<file path="src/rtl/uart_cmd_pkg.sv">
// Shared types and constants for the UART command framer and its I2C consumer.
package uart_cmd_pkg;

    localparam int unsigned CMD_W  = 66;
    localparam int unsigned OP_W   = 2;
    localparam int unsigned OPND_W = 32;

    localparam logic [7:0] DEFAULT_SYNC_BYTE = 8'hA5;

    // Opcodes understood by the I2C command state machine
    localparam logic [OP_W-1:0] OP_WRITE      = 2'b00;
    localparam logic [OP_W-1:0] OP_READ       = 2'b01;
    localparam logic [OP_W-1:0] OP_WRITE_READ = 2'b10;
    localparam logic [OP_W-1:0] OP_BUS_RESET  = 2'b11;

    typedef enum logic [2:0] {
        ST_IDLE = 3'd0,
        ST_OPC  = 3'd1,
        ST_OPA  = 3'd2,
        ST_OPB  = 3'd3,
        ST_CHK  = 3'd4
    } state_t;

    function automatic logic [CMD_W-1:0] cmd_pack(input logic [OP_W-1:0]   op,
                                                  input logic [OPND_W-1:0] a,
                                                  input logic [OPND_W-1:0] b);
        return {op, a, b};
    endfunction

endpackage

</file>
<file path="src/rtl/uart_cmd_assembler_timer.sv">
// Inter-byte watchdog: counts idle cycles while enabled, pulses expired on the last one.
module inter_byte_timer #(
    parameter int unsigned TIMEOUT_CYCLES = 1_000_000
) (
    input  logic clk,
    input  logic rst_n,
    input  logic clear,
    input  logic enable,
    output logic expired
);

    localparam int unsigned CNT_W = (TIMEOUT_CYCLES > 2) ? $clog2(TIMEOUT_CYCLES) : 1;
    localparam logic [CNT_W-1:0] LAST = CNT_W'(TIMEOUT_CYCLES - 1);

    logic [CNT_W-1:0] count_r;

    // clear has priority, so a byte arriving on the terminal cycle suppresses expiry
    assign expired = enable && !clear && (count_r == LAST);

    // Idle-cycle counter; clear doubles as the synchronous restart
    always_ff @(posedge clk or negedge rst_n) begin
        if (!rst_n) begin
            count_r <= {CNT_W{1'b0}};
        end else if (clear || expired) begin
            count_r <= {CNT_W{1'b0}};
        end else if (enable) begin
            count_r <= count_r + {{(CNT_W-1){1'b0}}, 1'b1};
        end
    end

endmodule

</file>
<file path="src/rtl/uart_cmd_assembler.sv">
// Frames SYNC/OPC/A[3:0]/B[3:0]/CHK byte streams into 66-bit commands with valid/ack handoff.
module uart_cmd_assembler
    import uart_cmd_pkg::*;
#(
    parameter logic [7:0]  SYNC_BYTE      = DEFAULT_SYNC_BYTE,
    parameter int unsigned TIMEOUT_CYCLES = 1_000_000
) (
    input  logic             clk,
    input  logic             reset_n,
    input  logic [7:0]       rx_data,
    input  logic             rx_valid,
    output logic [CMD_W-1:0] cmd_word,
    output logic             cmd_valid,
    input  logic             cmd_ack,
    output logic             frame_err,
    output logic             overrun,
    output logic             busy
);

    state_t            state_r, state_s;
    logic [1:0]        byte_cnt_r, byte_cnt_s;
    logic [7:0]        xor_r, xor_s;
    logic [OP_W-1:0]   op_r, op_s;
    logic [OPND_W-1:0] a_r, a_s, b_r, b_s;
    logic              load_s, err_s, ovr_s;
    logic              expired_s;

    inter_byte_timer #(
        .TIMEOUT_CYCLES(TIMEOUT_CYCLES)
    ) u_timer (
        .clk    (clk),
        .rst_n  (reset_n),
        .clear  (rx_valid || (state_r == ST_IDLE)),
        .enable (state_r != ST_IDLE),
        .expired(expired_s)
    );

    // Next-state, datapath shifting and event decode
    always_comb begin
        state_s    = state_r;
        byte_cnt_s = byte_cnt_r;
        xor_s      = xor_r;
        op_s       = op_r;
        a_s        = a_r;
        b_s        = b_r;
        load_s     = 1'b0;
        err_s      = 1'b0;
        ovr_s      = 1'b0;
        if (expired_s) begin
            state_s = ST_IDLE;
            err_s   = 1'b1;
        end else if (rx_valid) begin
            case (state_r)
                ST_IDLE: begin
                    if (rx_data == SYNC_BYTE) begin
                        state_s    = ST_OPC;
                        byte_cnt_s = 2'd0;
                        xor_s      = 8'h00;
                    end else begin
                        state_s = ST_IDLE;
                    end
                end
                ST_OPC: begin
                    if (rx_data[7:2] != 6'd0) begin
                        state_s = ST_IDLE;
                        err_s   = 1'b1;
                    end else begin
                        op_s       = rx_data[1:0];
                        xor_s      = rx_data;
                        byte_cnt_s = 2'd0;
                        state_s    = ST_OPA;
                    end
                end
                ST_OPA: begin
                    a_s        = {a_r[OPND_W-9:0], rx_data};
                    xor_s      = xor_r ^ rx_data;
                    byte_cnt_s = byte_cnt_r + 2'd1;
                    state_s    = (byte_cnt_r == 2'd3) ? ST_OPB : ST_OPA;
                end
                ST_OPB: begin
                    b_s        = {b_r[OPND_W-9:0], rx_data};
                    xor_s      = xor_r ^ rx_data;
                    byte_cnt_s = byte_cnt_r + 2'd1;
                    state_s    = (byte_cnt_r == 2'd3) ? ST_CHK : ST_OPB;
                end
                ST_CHK: begin
                    state_s = ST_IDLE;
                    if (rx_data != xor_r) begin
                        err_s = 1'b1;
                    end else if (!cmd_valid || cmd_ack) begin
                        load_s = 1'b1;
                    end else begin
                        ovr_s = 1'b1;
                    end
                end
                default: begin
                    state_s = ST_IDLE;
                end
            endcase
        end else begin
            state_s = state_r;
        end
    end

    // Frame assembly registers
    always_ff @(posedge clk or negedge reset_n) begin
        if (!reset_n) begin
            state_r    <= ST_IDLE;
            byte_cnt_r <= 2'd0;
            xor_r      <= 8'h00;
            op_r       <= {OP_W{1'b0}};
            a_r        <= {OPND_W{1'b0}};
            b_r        <= {OPND_W{1'b0}};
        end else begin
            state_r    <= state_s;
            byte_cnt_r <= byte_cnt_s;
            xor_r      <= xor_s;
            op_r       <= op_s;
            a_r        <= a_s;
            b_r        <= b_s;
        end
    end

    // Output holding register and status pulses; a load in the ack cycle keeps valid high
    always_ff @(posedge clk or negedge reset_n) begin
        if (!reset_n) begin
            cmd_word  <= {CMD_W{1'b0}};
            cmd_valid <= 1'b0;
            frame_err <= 1'b0;
            overrun   <= 1'b0;
            busy      <= 1'b0;
        end else begin
            frame_err <= err_s;
            overrun   <= ovr_s;
            busy      <= (state_s != ST_IDLE);
            if (load_s) begin
                cmd_word  <= cmd_pack(op_r, a_r, b_r);
                cmd_valid <= 1'b1;
            end else if (cmd_ack) begin
                cmd_valid <= 1'b0;
            end
        end
    end

endmodule

</file>
<file path="config.mk">
export PLATFORM = sky130hd
export DESIGN_NAME = uart_cmd_assembler
export DESIGN_NICKNAME = d
export VERILOG_FILES = /design/src/rtl/uart_cmd_pkg.sv /design/src/rtl/uart_cmd_assembler_timer.sv /design/src/rtl/uart_cmd_assembler.sv
export SDC_FILE = /design/constraint.sdc
export NUM_CORES = 1
export LEC_CHECK = 0
export ABC_CLOCK_PERIOD_IN_PS = 2400
export CAP_MARGIN = 20
export CORE_MARGIN = 4
export CORE_UTILIZATION = 51
export DETAILED_ROUTE_END_ITERATION = 16
export GPL_TIMING_DRIVEN = 0
export PLACE_DENSITY = 0.72
export SYNTH_ARGS = -nofsm -noshare
export SYNTH_HDL_FRONTEND = slang
export SYNTH_SLANG_ARGS = --single-unit
</file>
<file path="constraint.sdc">
create_clock -name clk -period 2.4 [get_ports clk]
set_input_delay 0.24 -clock clk [delete_from_list [all_inputs] [get_ports clk]]
set_output_delay 0.24 -clock clk [all_outputs]
set_load 0.05 [all_outputs]
</file>
==> flow_summary_export.csv <==
group,metric,value,unit
global_routing,grt_pass1_vias,4528,
yosys,yosys-top-cells-area,"dfrtp_1 (61%), mux2_2 (21%), nor2_1 (1.4%)",
yosys,syn_avg_cell_area,13.87,um^2
pwr,power_leakage,4.072,nW
yosys,synth_common_cells,"dfrtp_1 (169), mux2_2 (132), nor2_1 (26)",
global_routing,track_usage,18.46,%
global_routing,antenna_found_initial,0,
cts,path_clk_slew,0.06,ns
cells_and_area,fill_cells,1011,
yosys,yosys.area.top_type,"dfrtp_1",
worst_setup_path,r2r_start,"state_r[1]",
detailed_routing,drc,0,
placement,place_congestion,0.8615,
worst_setup_path,rrSetupSlack,0.20,ns
floorplanning,chipHeight,124.6,um
detailed_routing,drtIter0Drc,210,
yosys,yosys.area.top_type_share,60.97,%
sta,timing.final.crit_period,2.210,ns
cts,cts.sinks,169,
detailed_routing,first_pass_iters,4,
flow_run,maxCapViolCount,0,
worst_setup_path,path_class,"in2reg",
cells_and_area,final_cell_count_no_fill,788,
status,status,"finished clean",
sta,fin_skew,0.008111,ns
sta,slew_headroom,55.53,%
global_routing,grt-ovfl-total,0,
cts,cts_tree,"yes",
floorplanning,core_area,0.01330,mm^2
yosys,ys.flop_type,"dfrtp_1",
sta,setup_viol,0,
sta,maxSlewViolCount,0,
cts,postCtsSetupRepairBufs,0,
sta,fmax,452.6,MHz
floorplanning,die_x,124.6,um
worst_setup_path,worstSetupEndpointType,"flop",
yosys,ys_seq_area_share,60.97,%
detailed_routing,wire_per_inst,17.17,um
min_path,hp-class,"in2async",
yosys,synthArstFlopShare,100.0,%
yosys,ys_types,46,
yosys,syn_inst,500,
cells_and_area,areaGrowthSynthToFinish,23.61,%
cells_and_area,multiInputGateArea,0.002569,mm^2
yosys,synth_edf_count,0,
detailed_routing,via_per_inst,5.392,
cts,clock_path_buffers,2,
detailed_routing,via_count,4249,
cells_and_area,layout-drive-gt1-share,30.88,%
cells_and_area,num_antenna_cells,0,
cells_and_area,seqCellArea,0.004229,mm^2
cells_and_area,finish.utilization,64.49,%
detailed_routing,wl,13530,um
cts,clockRootBuffer,"clkbuf_16",
yosys,yosysWarnings,0,
pwr,ir_drop,365.1,uV
floorplanning,dieArea,0.01553,mm^2
worst_setup_path,worstPathArrival,2.50,ns
floorplanning,num_rows,42,
detailed_routing,drtAntennaViolNets,0,
cts,h-tree-depth,4,
sta,finalCritPeriodShare,92.07,%
worst_setup_path,cp-startpoint,"rx_data[1]",
cts,numCtsBuffers,17,
sta,grt_setup_unrepaired,"no",
floorplanning,ios,82,
worst_setup_path,cp_max_fo,10,
sta,hold_viol_final,0,
global_routing,grt_pass1_wl,23000,um
floorplanning,start_util,52.17,%
yosys,syn_area,0.006937,mm^2
yosys,synth_nets,514,
pwr,powerDensity,645.6,mW/mm^2
placement,dp_hpwl,9417,um
yosys,synth.most_common_cell,"dfrtp_1",
placement,io_buffers,81,
global_routing,grt_max_degree,131,
sta,tightest_slew,0.6671,ns
placement,dpl.cell_count,758,
yosys,ys_seq_elements,169,
worst_setup_path,startpoint_type,"primary input",
cells_and_area,finalNetCount,614,
cts,clk_latency,0.42,ns
worst_setup_path,cp.required,2.70,ns
cells in the final DEF, fill, tap and decap left out, types with 8 or more instances in the layout:
cell / count
a21oi_1: 11
buf_2: 8
clkbuf_1: 8
clkbuf_16: 17
clkdlybuf4s50_1: 79
dfrtp_1: 169
inv_1: 9
mux2_2: 132
nand2_1: 12
nand3_1: 9
nor2_1: 25
nor3b_1: 12
o21ai_0: 13
xnor2_1: 8
xor2_1: 10
layer usage:
layer  track usage (%)  vias up  wire length [um]
met3             4.288       14               599
met4             6.383        0               181
li1                  -     1984                 -
met2             31.08       90              6990
met1             23.55     2161              5759
met5                 0        -                 0
area by class of cell:
cell class / count / area share (%)
inverters: 9 / 0.3940
flip-flops and latches: 169 / 49.32
repair buffers: 83 / 9.981
multi-input cells: 299 / 29.96
clock inverters: 7 / 0.8026
well taps: 176 / 2.568
clock buffers: 24 / 5.618
plain buffers: 21 / 1.357
path summary, 6_finish.rpt:
| check | end | cells after the start |
|---|---|---|
| worst max-delay path | cmd_word[35] | 7 |
| worst min-delay path | xor_r[6] | 2 |
| max in group asynchronous | a_r[23] | 3 |
| worst max register to register | cmd_word[35] | 6 |
| worst min register to register | cmd_word[25] | 1 |
| min in group clk | a_r[7] | 2 |
registers in the layout (all words and copies together), names as in the netlist:
| signal | flops |
|---|---|
| overrun | 1 |
| byte_cnt_r | 2 |
| cmd_word | 66 |
| op_r | 2 |
| xor_r | 8 |
| u_timer.count_r | 20 |
| state_r | 3 |
| b_r | 32 |
| busy | 1 |
| frame_err | 1 |
| cmd_valid | 1 |
| a_r | 32 |
cell families (layout without fill, tap and decap cells):
group | after synthesis | count (layout) | synth area share, %
flops | 169 | 169 | 60.97
xor+xnor | 18 | 18 | 2.273
simple gates | 102 | 102 | 8.568
buf+inv | 32 | 144 | 2.219
compound gates | 44 | 44 | 4.040
mux | 133 | 133 | 21.57
fa+ha+maj | 2 | 2 | 0.3607
stage by stage:
step | setup WS (ns) | cell area (um^2) | hold slack [ns] | power, mW | TNS (ns)
after floorplan | 0.3901 | 6937 | -0.05559 | 2.943 | 0
after global placement | -5.509 | 7968 | 0.4825 | 3.041 | -950.54
after detailed placement | -0.4091 | 8000 | 0.1412 | 3.048 | -30.39
after CTS | 0.003893 | 8561 | 0.2778 | 5.581 | 0
after global routing | 0.01801 | 8574 | 0.3143 | 5.730 | 0
final | 0.1903 | 8574 | 0.2853 | 5.536 | 0
critical path, cell delays in order:
cell and delay, ns:
clkdlybuf4s50_1 0.70, xor2_1 0.18, nor4_2 0.30, and4_1 0.27
clkbuf_4 0.23, buf_4 0.22, mux2_2 0.36
power by group:
part	switching (mW)	total [mW]	internal (mW)	leakage [nW]
registers	0.00617	2.86	2.86	2.35
logic	0.0929	0.131	0.0385	1.46
clock network	1.04	2.54	1.50	0.266
total	1.14	5.54	4.40	4.07
repair_timing:
item                                   CTS  global route
hold buffers                             1             0
resized for setup                        0             7
setup endpoints to repair                0            70
endpoints found under the hold margin   39             0
No activity file was read; power rests on OpenSTA's default activity.
